===== config.mk =====
export PLATFORM = sky130hd
export DESIGN_NAME = pipe_reg_skid_flat
export DESIGN_NICKNAME = d
export VERILOG_FILES = /design/src/rtl/pipe_reg_skid_if.sv /design/src/rtl/pipe_reg_skid.sv /design/src/flat_wrapper.sv
export SDC_FILE = /design/constraint.sdc
export NUM_CORES = 1
export LEC_CHECK = 0
export CORE_ASPECT_RATIO = 0.5
export CORE_MARGIN = 4
export CORE_UTILIZATION = 34
export CTS_BUF_LIST = sky130_fd_sc_hd__clkbuf_2 sky130_fd_sc_hd__clkbuf_4 sky130_fd_sc_hd__clkbuf_8
export CTS_CLUSTER_DIAMETER = 80
export CTS_CLUSTER_SIZE = 16
export DETAILED_ROUTE_END_ITERATION = 12
export GPL_TIMING_DRIVEN = 1
export HOLD_SLACK_MARGIN = 0.02
export MAX_ROUTING_LAYER = met4
export PLACE_DENSITY = 0.61
export SLEW_MARGIN = 30
export SYNTH_ARGS = -nofsm -noshare
export SYNTH_HDL_FRONTEND = slang
export SYNTH_SLANG_ARGS = --single-unit

===== constraint.sdc =====
create_clock -name clk_i -period 4.2 [get_ports clk_i]
set_input_delay 0.84 -clock clk_i [delete_from_list [all_inputs] [get_ports clk_i]]
set_output_delay 0.84 -clock clk_i [all_outputs]
set_load 0.03 [all_outputs]

===== src/rtl/pipe_reg_skid_if.sv =====
// rtl/pipe_reg_skid_if.sv - valid/ready handshake bundle between two pipeline stages
interface pipe_reg_skid_if #(
  parameter int DATA_W = 69,
  parameter int CTRL_W = 2
);
  logic              in_valid_i;
  logic              in_ready_o;
  logic [DATA_W-1:0] data_i;
  logic [CTRL_W-1:0] ctrl_i;
  logic              out_valid_o;
  logic              out_ready_i;
  logic [DATA_W-1:0] data_o;
  logic [CTRL_W-1:0] ctrl_o;

  // Stage view: consumes upstream beats, produces downstream beats.
  modport slave (
    input  in_valid_i, data_i, ctrl_i, out_ready_i,
    output in_ready_o, out_valid_o, data_o, ctrl_o
  );

  // Environment view: drives upstream beats and downstream ready.
  modport master (
    output in_valid_i, data_i, ctrl_i, out_ready_i,
    input  in_ready_o, out_valid_o, data_o, ctrl_o
  );
endinterface


===== src/rtl/pipe_reg_skid.sv =====
// rtl/pipe_reg_skid.sv - pipeline stage register with 2-entry skid buffer, flush, freeze and stall counter
module pipe_reg_skid #(
  parameter int DATA_W = 69,
  parameter int CTRL_W = 2,
  parameter int CNT_W  = 16
) (
  input  logic                 clk_i,
  input  logic                 rst_n_i,
  input  logic                 start_i,
  input  logic                 flush_i,
  input  logic                 stall_clr_i,
  pipe_reg_skid_if.slave       bus,
  output logic [1:0]           occupancy_o,
  output logic [CNT_W-1:0]     stall_cnt_o
);

  typedef enum logic [1:0] {
    EMPTY = 2'd0,
    ONE   = 2'd1,
    FULL  = 2'd2
  } state_t;

  localparam logic [CNT_W-1:0] CNT_MAX = '1;

  state_t            state, state_n;
  logic [DATA_W-1:0] main_data, main_data_n;
  logic [CTRL_W-1:0] main_ctrl, main_ctrl_n;
  logic [DATA_W-1:0] skid_data, skid_data_n;
  logic [CTRL_W-1:0] skid_ctrl, skid_ctrl_n;
  logic              in_ready, out_valid, accept, emit;

  // Handshake: upstream ready depends only on state and local enables, never on out_ready.
  always_comb begin
    in_ready  = start_i & ~flush_i & (state != FULL);
    out_valid = start_i & (state != EMPTY);
    accept    = bus.in_valid_i & in_ready;
    emit      = out_valid & bus.out_ready_i;
  end

  assign bus.in_ready_o  = in_ready;
  assign bus.out_valid_o = out_valid;
  assign bus.data_o      = main_data;
  assign bus.ctrl_o      = main_ctrl & {CTRL_W{out_valid}};
  assign occupancy_o     = state;

  // Next-state and register-load selection; flush beats freeze, which beats normal flow.
  always_comb begin
    state_n     = state;
    main_data_n = main_data;
    main_ctrl_n = main_ctrl;
    skid_data_n = skid_data;
    skid_ctrl_n = skid_ctrl;
    if (flush_i) begin
      state_n     = EMPTY;
      main_ctrl_n = '0;
      skid_ctrl_n = '0;
    end else if (start_i) begin
      unique case (state)
        EMPTY: begin
          if (accept) begin
            state_n     = ONE;
            main_data_n = bus.data_i;
            main_ctrl_n = bus.ctrl_i;
          end
        end
        ONE: begin
          if (accept && emit) begin
            main_data_n = bus.data_i;
            main_ctrl_n = bus.ctrl_i;
          end else if (accept) begin
            state_n     = FULL;
            skid_data_n = bus.data_i;
            skid_ctrl_n = bus.ctrl_i;
          end else if (emit) begin
            state_n     = EMPTY;
          end
        end
        FULL: begin
          if (emit) begin
            state_n     = ONE;
            main_data_n = skid_data;
            main_ctrl_n = skid_ctrl;
          end
        end
        default: state_n = EMPTY;
      endcase
    end
  end

  // State and storage registers.
  always_ff @(posedge clk_i) begin
    if (!rst_n_i) begin
      state     <= EMPTY;
      main_data <= '0;
      main_ctrl <= '0;
      skid_data <= '0;
      skid_ctrl <= '0;
    end else begin
      state     <= state_n;
      main_data <= main_data_n;
      main_ctrl <= main_ctrl_n;
      skid_data <= skid_data_n;
      skid_ctrl <= skid_ctrl_n;
    end
  end

  // Saturating count of cycles where a beat waits on downstream; clear wins over increment.
  always_ff @(posedge clk_i) begin
    if (!rst_n_i) begin
      stall_cnt_o <= '0;
    end else if (stall_clr_i) begin
      stall_cnt_o <= '0;
    end else if (out_valid && !bus.out_ready_i && (stall_cnt_o != CNT_MAX)) begin
      stall_cnt_o <= stall_cnt_o + 1'b1;
    end
  end

endmodule

===== src/flat_wrapper.sv =====
// flat-port wrapper written by rule: the top's interface ports become plain ports
module pipe_reg_skid_flat 
#(
  parameter int DATA_W = 69,
  parameter int CTRL_W = 2,
  parameter int CNT_W  = 16
)
  (clk_i, rst_n_i, start_i, flush_i, stall_clr_i, occupancy_o, stall_cnt_o, bus_in_valid_i, bus_data_i, bus_ctrl_i, bus_out_ready_i, bus_in_ready_o, bus_out_valid_o, bus_data_o, bus_ctrl_o);
  pipe_reg_skid_if #(.DATA_W(DATA_W), .CTRL_W(CTRL_W)) bus_i ();
  input  logic clk_i;
  input  logic rst_n_i;
  input  logic start_i;
  input  logic flush_i;
  input  logic stall_clr_i;
  output logic [1:0] occupancy_o;
  output logic [CNT_W-1:0] stall_cnt_o;
  input wire logic [$bits(bus_i.in_valid_i)-1:0] bus_in_valid_i;
  input wire logic [$bits(bus_i.data_i)-1:0] bus_data_i;
  input wire logic [$bits(bus_i.ctrl_i)-1:0] bus_ctrl_i;
  input wire logic [$bits(bus_i.out_ready_i)-1:0] bus_out_ready_i;
  output wire logic [$bits(bus_i.in_ready_o)-1:0] bus_in_ready_o;
  output wire logic [$bits(bus_i.out_valid_o)-1:0] bus_out_valid_o;
  output wire logic [$bits(bus_i.data_o)-1:0] bus_data_o;
  output wire logic [$bits(bus_i.ctrl_o)-1:0] bus_ctrl_o;
  assign bus_i.in_valid_i = bus_in_valid_i;
  assign bus_i.data_i = bus_data_i;
  assign bus_i.ctrl_i = bus_ctrl_i;
  assign bus_i.out_ready_i = bus_out_ready_i;
  assign bus_in_ready_o = bus_i.in_ready_o;
  assign bus_out_valid_o = bus_i.out_valid_o;
  assign bus_data_o = bus_i.data_o;
  assign bus_ctrl_o = bus_i.ctrl_o;
  pipe_reg_skid #(.DATA_W(DATA_W), .CTRL_W(CTRL_W), .CNT_W(CNT_W)) u_core (.clk_i(clk_i), .rst_n_i(rst_n_i), .start_i(start_i), .flush_i(flush_i), .stall_clr_i(stall_clr_i), .bus(bus_i), .occupancy_o(occupancy_o), .stall_cnt_o(stall_cnt_o));
endmodule

==> Yosys cells after proc, flatten, opt, wreduce, memory -nomap -nowiden <==
Cells that the tools add are included.
{ "totals": {"regBits": 160, "in_bits": 78, "output_inout_bits": 91, "word_cells": 53} }
{ "op_classes": {"add_sub_neg": 1, "n_eq_ne": 9, "n_mux": 14, "bitwise": 9, "n_reduce_logical": 14} }
{ "op_table": {"columns": ["op", "count"], "rows": [
  ["2-to-1 mux 69 bit", 3],
  ["one-hot mux 69 bit (3 select lines)", 1],
  ["adder 16 x 1 -> 16 bit (second input constant)", 1],
  ["2-to-1 mux 2 bit", 8],
  ["inequality test 16 bit (second input constant)", 1],
  ["AND reduction 5 bit", 3],
  ["one-hot mux 2 bit (3 select lines)", 2],
  ["inequality test 2 x 1 -> 1 bit (second input constant)", 3],
  ["AND reduction 6 bit", 1],
  ["AND 1 bit", 5],
  ["inequality test 2 bit (second input constant)", 2],
  ["AND reduction 4 bit", 1],
  ["OR reduction 2 bit", 2],
  ["logical AND 1 bit", 3],
  ["inequality test 3 x 1 -> 1 bit (second input constant)", 1],
  ["NOT 1 bit", 3],
  ["nonzero test 3 bit", 1],
  ["AND 2 bit", 1],
  ["equality test 2 x 1 -> 1 bit (second input constant)", 1],
  ["equality test 2 bit (second input constant)", 1],
  ["zero test 2 bit", 1],
  ["nonzero test 2 bit", 1],
  ["zero test 1 bit", 1]
]} }

==> Logic depth before layout (Yosys ltp) <==
Gate-level depths: netlist (run 1).
{ "logic_depth": {"depth_word": 7, "ltp_mapped": 9, "ltp_nobuf": 6} }

==> Least setup slack after synthesis (run 1) <==
No wires, ideal clock.
{ "synth_path": {"path_kind": "flip-flop to output port", "startpoint": "register u_core.state[1] (netlist: u_core.occupancy_o[1])", "endpoint": "output port bus_in_ready_o", "arrival_ps": 1508, "required_ps": 3360, "path_slack_ps": 1852, "path_stages_with_launch": 6, "n_path_buf": 3, "cell_sequence": "dfxtp_1 -> buf_4 -> nor2b_1 -> buf_4 -> clkbuf_1 -> nor2_1"} }
{ "synth_via": {"elab_chain_cells": 2} }
{ "synth_rtl": {"columns": ["element", "line", "source"], "rows": [
  ["start: declaration", "pipe_reg_skid.sv:25", "state_t state, state_n;"],
  ["start signal: assignment", "pipe_reg_skid.sv:99", "state <= state_n;"],
  ["inequality test 2 bit", "pipe_reg_skid.sv:34", "in_ready = start_i & ~flush_i & (state != FULL);"],
  ["AND 1 bit", "pipe_reg_skid.sv:34", null],
  ["end: declaration", "flat_wrapper.sv:21", "output wire logic [$bits(bus_i.in_ready_o)-1:0] bus_in_ready_o;"]
]} }
No other way between the ends.

==> Final worst setup path (run 1) <==
{ "layout_path": {"startpoint": "input port start_i", "endpoint": "output port bus_in_ready_o"} }
{ "layout_via": {"elab_chain_cells": 2} }
{ "layout_rtl": {"columns": ["element", "line", "source"], "rows": [
  ["start: declaration", "flat_wrapper.sv:12", "input logic start_i;"],
  ["AND 1 bit (2 in series)", "pipe_reg_skid.sv:34", null]
]} }
No other way between the ends.

==> run metrics, run 1 <==
status finished, final reports clean; count of buffers from port buffering around 170; Yosys warnings 0; number of register bits inferred by synthesis 160; crit start category input pin; endpoint of the worst hold path u_core.skid_data[40]; layout cell share with drive strength beyond 1 between 10% and 20%; number of post-CTS setup repair buffers 0; combined area of all synthesized cells approximately 0.0069 mm²; instance count along the most critical hold path 2; Slew headroom about half; number of failing hold endpoints at the final stage 0; Fmax slightly below 300 MHz; synthesized instance count between 800 and 900; net total in the final layout about 1000; layout overhead on the synthesized area 32.05%; # resized after CTS 0; antenna violations before repair 0; commonest cells in the netlist sky130_fd_sc_hd__nand2_1, sky130_fd_sc_hd__dfxtp_1, sky130_fd_sc_hd__nor2_1; worst skew pair latency approximately 0.44 ns; # rows 36; all-layer global routing usage between 15 and 20%; Worst Path Class, Setup input pin to output port; GP Congestion around 0.80; largest cells by area after synthesis sky130_fd_sc_hd__dfxtp_1, sky130_fd_sc_hd__nand2_1, sky130_fd_sc_hd__a311oi_2; Routed Wire Length between 15000 and 20000 µm; Congestion Overflow GR 0; startpoint of the worst register-to-register path u_core.occupancy_o[1]; per-instance average area after synthesis approximately 8.4 µm²; routed via count ~6000; Setup WS pre-CTS 0.8458 ns; floorplan core area just under 0.02 mm²; die outline width roughly 210 µm; power density of the placed cells approximately 340 mW/mm²; number of DRC violations after detailed routing 0; global-route wire length before repair 29870 µm; VDD IR-drop max 0.1819 mV; fraction of the core area covered by cells at the end of the flow a little under half; number of global-route vias before repair around 5800; detail-routed via count per cell around 4.8; signal arrival time at the worst endpoint approximately 2.5 ns; CTS clk-pin slew, worst paths ~0.070 ns; Post-Route Setup TNS 0 ns; unrepaired setup endpoints after global routing false; critical-path maximum fanout 6; Worst Setup End Kind output port; cell with the most instances after synthesis sky130_fd_sc_hd__nand2_1; top-level port count 169; sequential share of the synthesized area 46.30%; count of TritonRoute iterations in the first routing pass 4; Net Count, Synth about 910; Async S/R FF share, synth 0%; Final ANT Viol Nets 0; smallest setup slack after layout 0.8243 ns; final-report max-slew violation count 0; DR WL/cell 15.00 µm; CTS tree yes; total number of H-tree levels 4; placed wire-length estimate around 12000 µm; clk sinks 160; Unique masters post-synth 40; maximum buffer depth of the clock tree 2; fin crit share roughly four fifths; number of buffers added to fix hold violations after cts 0; slew at the pin with the worst max-slew slack roughly 0.73 ns; fraction of synthesized cell area taken by the top area cell type between 40 and 50%; number of antenna diodes 0; MaxCap Viol Count 0; total clock buffers created by CTS 17; final setup violation count 0; class of the tightest hold or removal check flop to flop; total die area around 0.023 mm²; required time at the endpoint of the critical path approximately 3.4 ns; hold path start u_core.skid_data[40]; number of flops mapped to enable cells by yosys 0; Die Y-Extent between 100 and 150 µm; setup slack of the worst register-to-register path 1.71 ns; starting density of the core 35.06%; cell type contributing the most total cell area after synthesis sky130_fd_sc_hd__dfxtp_1; Worst Skew 0.01439 ns; drt initial violations roughly 340; cell at the root of the clock tree sky130_fd_sc_hd__clkbuf_8; critical register-to-register path endpoint u_core.bus.data_o[32]; R2R depth 6; static leakage around 3 nW; pin count of the biggest net entering global routing 60; primary flip-flop cell chosen by synthesis mapping sky130_fd_sc_hd__dfxtp_1; post-route minimum period 3.376 ns
final cells by class:
type,count,area [µm²]
inverters,5,21.27
repair buffers,181,1829
flip-flops and latches,160,3203
fillers,1937,10590
clock buffers,21,276.5
multi-input cells,597,3367
well taps,266,332.8
clock inverters,11,105.1
logic make-up (layout without fill, tap and decap cells):
logic type               Yosys count  count (layout)  share of synthesized area [%]
buffers and inverters             70             218                          5.390
flip-flops                       160             160                          46.30
AND/OR/NAND/NOR                  422             422                          24.62
AO/OA/AOI/OAI                    161             161                          21.85
adder cells (fa/ha/maj)            1               1                         0.1808
XOR/XNOR                          12              12                          1.519
multiplexers                       1               1                         0.1447
placed cells by master (no fill, tap or decap), drive strengths merged, types with 4 or more instances in the layout:
| cell type | Yosys | routed |
|---|---|---|
| a211oi | 4 | 4 |
| a21boi | 12 | 12 |
| a21oi | 65 | 65 |
| a311oi | 71 | 71 |
| and2 | 4 | 4 |
| buf | 36 | 13 |
| clkbuf | 29 | 21 |
| clkdlybuf4s50 | 0 | 168 |
| clkinv | 0 | 7 |
| dfxtp | 160 | 160 |
| inv | 5 | 7 |
| nand2 | 291 | 291 |
| nand2b | 7 | 7 |
| nand3 | 9 | 9 |
| nand4 | 7 | 7 |
| nor2 | 87 | 87 |
| o21ai | 5 | 5 |
| xor2 | 9 | 9 |
state kept, by name, indices dropped and copies added (netlist names):
signal,count
u_core.bus.data_o,69
u_core.main_ctrl,2
u_core.occupancy_o,2
u_core.skid_ctrl,2
u_core.skid_data,69
u_core.stall_cnt_o,16
worst max-delay path by stage:
stage | start | endpoint | cells after the start
after floorplan | u_core.occupancy_o[1] | bus_in_ready_o | 5
after global placement | start_i | bus_in_ready_o | 4
after detailed placement | start_i | bus_in_ready_o | 4
after CTS | start_i | bus_in_ready_o | 4
after global routing | start_i | bus_in_ready_o | 4
final | start_i | bus_in_ready_o | 4
power by group:
group / leakage [nW] / internal (mW) / switching [mW] / total (mW)
sequential: 1.30 / 1.55 / 0.0201 / 1.57
clock: 0.197 / 0.519 / 0.595 / 1.11
combinational: 1.51 / 0.180 / 0.207 / 0.388
total: 3.01 / 2.25 / 0.822 / 3.07
worst max-delay path, cell delays in order:
cell	delay [ns]
sky130_fd_sc_hd__clkdlybuf4s50_1	0.61
sky130_fd_sc_hd__nand2b_1	0.21
sky130_fd_sc_hd__nor2_1	0.15
sky130_fd_sc_hd__clkdlybuf4s50_1	0.72
routing by layer:
layer  GRT usage, %  vias to the layer above  wire length [µm]
li1               -                     3073                 -
met1          19.88                     2824              8440
met2          28.32                       89              9241
met3          4.024                       16               732
met4          3.909                        0               196
met5              -                        -                 0
stage by stage:
step | cells | instance area (µm²) | hold slack [ns] | total power [mW]
CTS | 1241 | 9135 | 0.4601 | 3.123
global placement | 1209 | 8753 | 0.4420 | 1.995
global route | 1241 | 9135 | 0.4795 | 3.208
finish | 1241 | 9135 | 0.4572 | 3.073
floorplan | 827 | 6918 | 0.4353 | 1.816
detailed placement | 1209 | 8753 | 0.4469 | 1.999
Note: power is estimated with default switching activity, not from simulation.
==> inputs of run 2 (changes only) <==
clock period = 3.3 ns   (was 4.2 ns; I/O delays follow)
==> run 2 against run 1 <==
Clock skew shrank 0.0046 ns. Critical path depth is the same. Combinational power grew 27%. Power grew 33%. Non-clock buffer count shrank 3. Die area is the same. Sequential cell count is the same. Clock power grew 43%. First-iteration DRC count shrank 20%. Setup slack lost 0.50 ns. Hold slack is essentially flat. Via count grew 0.73%.
==> run metrics, run 2 (same netlist as run 1, synthesis figures left out) <==
status finished, final reports clean; number of buffer and inverter instances along the worst setup path 2 (unchanged); cell at the root of the clock tree sky130_fd_sc_hd__clkbuf_8; number of DRC violations after detailed routing 0 (unchanged); cell count after placement 1206 (-0.25%); GP Congestion 0.8057 (+0.47%); layout cell share with drive strength beyond 1 11.33% (-0.36 points); most common cell after layout, fill and taps aside sky130_fd_sc_hd__nand2_1; post-route minimum period around 3.0 ns; total clock buffers created by CTS 17 (unchanged); maximum buffer depth of the clock tree 2 (unchanged); class of the tightest hold or removal check flop to flop; number of failing hold endpoints at the final stage 0 (unchanged); static leakage 3.022 nW (+0.42%); cell family with the largest share of critical-path delay buffers and inverters; all-layer global routing usage 16.75% (+0.26 points); layout overhead on the synthesized area 32.75%; total die area 0.02283 mm² (unchanged); met3 routed wirelength 679 µm (-7.2%); VDD IR-drop max 0.2279 mV (+25%); sequence of cells on the critical path clkdlybuf4s50_1 -> nand2b_1 -> nor2_1 -> clkdlybuf4s50_1; die outline width 209.7 µm (unchanged); Routed Wire Length 18590 µm (-0.14%); met1 routed wirelength after detailed routing 8459 µm (+0.23%); Die Y-Extent 108.9 µm (unchanged); Slew headroom 55.45% (+4.0 points); Worst Skew 0.009767 ns (-0.004620 ns); count of TritonRoute iterations in the first routing pass 4 (unchanged); required time at the endpoint of the critical path 2.64 ns (-0.72 ns); met2 wire length 9272 µm (+0.34%); starting density of the core 35.06% (unchanged); non-filler cells in the finished layout 1237 (-0.32%); Congestion Overflow GR 0 (unchanged); count of buffers from port buffering 168 (unchanged); critical-path maximum fanout 6 (unchanged); Worst Path Class, Setup input pin to output port; crit start category input pin; # rows 36 (unchanged); # resized after CTS 0 (unchanged); Final ANT Viol Nets 0 (unchanged); pin count of the biggest net entering global routing 77 (+28%); number of antenna diodes 0 (unchanged); detail-routed via count per cell 4.888 (+1.1%); signal arrival time at the worst endpoint 2.32 ns (-0.22 ns); most frequent cells in the layout sky130_fd_sc_hd__nand2_1, sky130_fd_sc_hd__clkdlybuf4s50_1, sky130_fd_sc_hd__dfxtp_1; drt initial violations 271 (-20%); number of post-CTS setup repair buffers 0 (unchanged); placed wire-length estimate 12100 µm (-1.8%); MaxCap Viol Count 0 (unchanged); clk sinks 160 (unchanged); worst skew pair latency 0.44 ns (about the same); Post-Route Setup TNS 0 ns (unchanged); Worst Setup End Kind output port; CTS clk-pin slew, worst paths 0.09 ns (+0.02 ns); most used cell, CP sky130_fd_sc_hd__clkdlybuf4s50_1; global-route wire length before repair 29950 µm (+0.25%); CTS tree yes; number of buffers added to fix hold violations after cts 0 (unchanged); floorplan core area 0.01973 mm² (unchanged); slew at the pin with the worst max-slew slack 0.6661 ns (-0.06181 ns); final setup violation count 0 (unchanged); number of global-route vias before repair 5764 (-0.77%); net total in the final layout 1038 (-0.29%); number of filler instances in the final layout 1967 (+1.5%); fin crit share approximately 90%; final-report max-slew violation count 0 (unchanged); Fmax about 340 MHz; slowest cell on the critical path sky130_fd_sc_hd__clkdlybuf4s50_1; total number of H-tree levels 4 (unchanged); top-level port count 169 (unchanged); DR WL/cell 15.02 µm (+0.18%); antenna violations before repair 0 (unchanged); power density of the placed cells 444.9 mW/mm² (+32%); unrepaired setup endpoints after global routing false; routed via count 6046 (+0.73%); Crit path largest cell delay 0.72 ns (about the same); highest routing layer actually used met4
run 2: cell types whose count changed in the layout (fill, tap and decap cells not counted):
cell / change
sky130_fd_sc_hd__buf_4: -5
sky130_fd_sc_hd__clkinv_4: -1
sky130_fd_sc_hd__clkbuf_4: -1
sky130_fd_sc_hd__clkbuf_8: -2
sky130_fd_sc_hd__buf_12: +2
sky130_fd_sc_hd__bufinv_16: +3
run 2: layout make-up:
type                       instances  area [µm²]  area share (%)
multi-input combinational        597        3367           36.66
sequential                       160        3203           34.88
clock buffer                      18       241.5           2.629
inverter                           5       21.27          0.2316
timing repair buffer             178        1832           19.95
clock inverter                    13       186.4           2.030
tap                              266       332.8           3.624
run 2: worst register-to-register path: cells and delay by family, from the launching register on:
family	cells	cell delay, ns
DFF	1	0.53
buffers and inverters	1	0.35
and+or+nand+nor	3	0.84
AOI/OAI and AO/OA	2	0.49
run 2: path summary, 6_finish.rpt:
check        cells past startpoint  slack, ns                   end             startpoint
max                              4       0.32        bus_in_ready_o                start_i
min                              2       0.46  u_core.skid_data[22]   u_core.skid_data[22]
max reg2reg                      6       0.99  u_core.bus.data_o[7]  u_core.occupancy_o[1]
min reg2reg                      2       0.46  u_core.skid_data[22]   u_core.skid_data[22]
run 2: per-layer routing:
| layer | track usage (%) | up-vias |
|---|---|---|
| met5 | - | - |
| met4 | 4.746 | 0 |
| met3 | 3.765 | 11 |
| met2 | 28.36 | 91 |
| met1 | 20.39 | 2879 |
| li1 | - | 3065 |
run 2: through the flow:
step / setup slack, ns / hold WS (ns) / utilization (%) / total power [mW] / cell area [µm²]
2_1_floorplan: 1.132 / 0.4353 / - / 2.311 / 6918
6_report: 0.3207 / 0.4569 / 46.55 / 4.086 / 9184
4_1_cts: 0.3091 / 0.4592 / 46.55 / 4.154 / 9184
3_5_place_dp: 0.3121 / 0.4457 / 44.38 / 2.542 / 8756
3_3_place_gp: 0.3385 / 0.4415 / 44.38 / 2.536 / 8756
5_1_grt: 0.2548 / 0.4736 / 46.55 / 4.271 / 9184
run 2: power breakdown:
group          internal (mW)  switching [mW]  total, mW
clock network          0.834           0.760       1.59
logic                  0.228           0.264      0.492
registers               1.97          0.0254       2.00
==> inputs of run 3 (changes only) <==
SKIP_CTS_REPAIR_TIMING = 1   (was not set)
SLEW_MARGIN = 5   (was 30)
==> results of run 3 <==
No change in the layout: final DEF, timing and power equal those of run 2.
